==> config.mk <==
export PLATFORM = sky130hd
export DESIGN_NAME = pc_branch_seq
export DESIGN_NICKNAME = d
export VERILOG_FILES = /design/src/rtl/pc_branch_seq.sv
export SDC_FILE = /design/constraint.sdc
export NUM_CORES = 1
export LEC_CHECK = 0
export ABC_CLOCK_PERIOD_IN_PS = 4700
export CORE_MARGIN = 2
export CORE_UTILIZATION = 43
export CTS_BUF_LIST = sky130_fd_sc_hd__clkbuf_4 sky130_fd_sc_hd__clkbuf_8
export CTS_CLUSTER_DIAMETER = 30
export DETAILED_ROUTE_END_ITERATION = 10
export HOLD_SLACK_MARGIN = 0.1
export PLACE_DENSITY = 0.69
export SYNTH_ARGS = -nofsm -noshare
export SYNTH_HDL_FRONTEND = slang
export SYNTH_SLANG_ARGS = --single-unit
==> constraint.sdc <==
create_clock -name clock -period 4.7 [get_ports clock]
set_input_delay 0.705 -clock clock [delete_from_list [all_inputs] [get_ports clock]]
set_output_delay 0.705 -clock clock [all_outputs]
set_load 0.1 [all_outputs]
==> src/rtl/pc_branch_seq.sv <==
// Program counter owner: fetch-time increment plus a 4-cycle conditional branch sequence (start -> CONin -> sample CON -> load).
// Branch load lands 4 cycles after br_start; requests arriving while busy are dropped, never queued.
module pc_branch_seq #(
    parameter int              PC_W     = 32,
    parameter logic [PC_W-1:0] RESET_PC = '0,
    parameter int              INC_STEP = 4
) (
    input  logic            clock,
    input  logic            clear,
    input  logic            inc_req,
    input  logic            br_start,
    input  logic [PC_W-1:0] busin,
    input  logic            con,
    output logic            con_in,
    output logic [PC_W-1:0] pc,
    output logic            busy,
    output logic            done,
    output logic            taken
);

    typedef enum logic [1:0] {
        IDLE   = 2'd0,
        EVAL   = 2'd1,
        SAMPLE = 2'd2,
        UPDATE = 2'd3
    } state_t;

    localparam logic [PC_W-1:0] STEP = PC_W'(INC_STEP);

    state_t          state_q;
    logic [PC_W-1:0] pc_q;
    logic [PC_W-1:0] pc_inc_d;
    logic [PC_W-1:0] tgt_q;
    logic            con_in_q;
    logic            busy_q;
    logic            done_q;
    logic            taken_q;

    // Wraps silently modulo 2^PC_W.
    assign pc_inc_d = pc_q + STEP;

    always_ff @(posedge clock) begin
        if (clear) begin
            state_q  <= IDLE;
            pc_q     <= RESET_PC;
            tgt_q    <= '0;
            con_in_q <= 1'b0;
            busy_q   <= 1'b0;
            done_q   <= 1'b0;
            taken_q  <= 1'b0;
        end else begin
            con_in_q <= 1'b0;
            done_q   <= 1'b0;
            case (state_q)
                IDLE: begin
                    if (inc_req) begin
                        pc_q <= pc_inc_d;
                    end
                    if (br_start) begin
                        tgt_q    <= busin;
                        taken_q  <= 1'b0;
                        con_in_q <= 1'b1;
                        busy_q   <= 1'b1;
                        state_q  <= EVAL;
                    end
                end
                EVAL: begin
                    state_q <= SAMPLE;
                end
                SAMPLE: begin
                    // CON stage latched its result at the end of EVAL.
                    taken_q <= con;
                    done_q  <= 1'b1;
                    state_q <= UPDATE;
                end
                UPDATE: begin
                    if (taken_q) begin
                        pc_q <= tgt_q;
                    end
                    busy_q  <= 1'b0;
                    state_q <= IDLE;
                end
                default: begin
                    state_q <= IDLE;
                end
            endcase
        end
    end

    assign con_in = con_in_q;
    assign pc     = pc_q;
    assign busy   = busy_q;
    assign done   = done_q;
    assign taken  = taken_q;

endmodule

==> reports/results.tsv <==
metric	value	unit
use_met3	0.04709	
status	completed	
rr_endpoint	pc[23]	
synthAdderAreaFrac	0.01757	
period_share	0.6227	
ys_ff_latch	70	
die_w	94.99	microns
hold_buffers	0	
crit_buf_inv	1	
setup_viol	0	
dr.pass1.iters	5	
netlist_area	3560	sq um
r2r_setup_slack	2050	ps
ant_nets	0	
nets	552	
synthMuxAreaShare	0.01406	
htree_levels	3	
hold_path.class	flip-flop to flip-flop	
cpLargestDelayFamily	buffers and inverters	
rr_startpoint	state_q[1]	
worst_pin_slew	1090	ps
avgViaCountPerCell	5.887	
clkSlewWorstSetupHoldPaths	80	ps
fin_skew	11.35	ps
cts_sinks	70	
synth-simple-area-share	0.3255	
cp.required	3990	ps
antenna_cells	0	
holdPathStages	2	
fmax	0.3417	GHz
worstSetupPathType	flip-flop to output port	
slowest_stage	clkdlybuf4s50_1	
yosysTopAreaCell	dfxtp_1	
drive_gt1_frac	0.05825	
final-hold-violation-count	0	
cts_setup_buffers	0	
start_util	0.4376	
grt_usage	0.2325	
leakagePower	1.453	nW
grt_max_degree	43	
cts_max_path_buffers	2	
cp-end-kind	output port	
synth-edff-count	0	
io_buffers	72	
cts_resized	0	
crit_path_start_kind	flip-flop	
hold-worst-slack	458.1	ps
hp-start	tgt_q[12]	
cts_tree	built	
r2r_cells	5	
slew_viol_final	0	
synthCells	460	
num_vias	3650	
final.min_clock_period	2927	ps
die_area	9022	sq um
area_delta_synth_final	26.40	%
rsz0062_at_grt	false	
synth_compound_area_frac	0.2049	
max_stage_delay	1230	ps
ir_worst_vdd	325.2	uV
wl_per_cell	16.26	microns
dp_hpwl	7180	microns
synth-xor-area-share	0	
ys_types	51	
finalSetupTns	0	ps
cp.depth	1	
cts_buffers	9	
cts-root-buf	clkbuf_8	
drc	0	
path_cells	clkdlybuf4s50_1	
overflow	0	
grt.met2_usage	0.3304	
ioPinCount	73	
totalWireLength	10080	microns
grt_pass1_vias	3198	
async_reset_ff_frac	0	
placement_rows	33	
maxCapViolations	0	
power	0.002077	W
antenna_found_initial	0	
die_y	94.99	microns
busiest_layer	met1	
final_cell_mix	nand2_1 (103), clkdlybuf4s50_1 (71), dfxtp_1 (70), a21oi_1 (45), nand4_1 (24)	
synth_top_family_by_area	simple AND/OR/NAND/NOR gates	
slew_headroom	0.2669	
synth_top_area_share	0.3937	
final_common_cell	nand2_1	
seq_area_frac_synth	0.3937	
worstHoldEndpoint	tgt_q[12]	
grt_pass1_wl	16350	microns
critical_path_arrival	2220	ps
path_max_fanout	16	
clk_latency	340	ps
synth_warnings	0	
synth_flop_cell	dfxtp_1	
core_area	8134	sq um
grt_use_met1	0.3453	
first_iter_violations	296	
syn-num-nets	502	
gp_congestion	0.8912	
final_util	0.5531	
cellPowerDensity	461.6	nW/um^2
ys_top_cells_by_area	dfxtp_1 (39%), nand2_1 (11%), a21oi_1 (6.3%)	
postSynthAreaPerCell	7.738	sq um
==> metal layers <==
metal / share of wire / wire length (microns)
met3: 0.080 / 804
met4: 0.014 / 139
met2: 0.44 / 4475
met1: 0.46 / 4664
met5: 0 / 0
==> cell families after synthesis <==
group | after synthesis
and+or+nand+nor | 230
muxes | 5
AOI/OAI and AO/OA | 109
buffers and inverters | 41
DFF | 70
adders and majority gates | 5
==> Yosys cell counts (4+ instances only) <==
library cell and instances:
a211oi_1 6, a21boi_0 4, a21oi_1 45, a32o_1 7, buf_1 5, clkbuf_1 28, dfxtp_1 70, ha_1 5
inv_1 5, mux2i_1 5, nand2_1 103, nand2b_1 5, nand3_1 17, nand4_1 24, nand4b_1 4, nor2_1 19
nor2b_1 5, nor3_1 9, nor4_1 12, o211ai_1 12, o21ai_0 7, o31ai_1 6, o41ai_1 4, or2_2 5
or3_1 5
==> worst max path at each step <==
stage | start | end | slack, ps
2_1_floorplan | pc[8] | pc[30] | 1920
3_3_place_gp | inc_req | pc[16] | 1860
3_5_place_dp | inc_req | pc[16] | 1790
4_1_cts | taken | taken | 1760
5_1_grt | taken | taken | 1710
6_report | taken | taken | 1770
==> area by class of cell <==
type / count / area (sq um)
clock inverter: 3 / 42.54
multi-input combinational: 349 / 2001
fill: 759 / 3635
clock buffer: 13 / 166.4
timing repair buffer: 75 / 738.2
tap: 105 / 131.4
sequential: 70 / 1401
inverter: 5 / 18.77
==> registers in the layout (all words and copies together) (netlist names) <==
signal   cells
busy         1
con_in       1
done         1
pc          32
state_q      2
taken        1
tgt_q       32
==> per-stage QoR <==
stage | setup slack (ps) | instance area, sq um | instances
detailed placement | 1792 | 4290 | 604
global placement | 1864 | 4290 | 604
CTS | 1757 | 4499 | 620
floorplan | 1918 | 3560 | 460
global route | 1708 | 4499 | 620
finish | 1773 | 4499 | 620
==> report_power, final <==
| part | internal (W) | switching [W] | total, W | leakage (nW) |
|---|---|---|---|---|
| clock network | 0.000286 | 0.000226 | 0.000512 | 0.106 |
| registers | 0.000681 | 0.0000895 | 0.000771 | 0.571 |
| logic | 0.000218 | 0.000577 | 0.000795 | 0.776 |
| total | 0.00118 | 0.000893 | 0.00208 | 1.45 |
No activity file was read; power rests on OpenSTA's default activity.
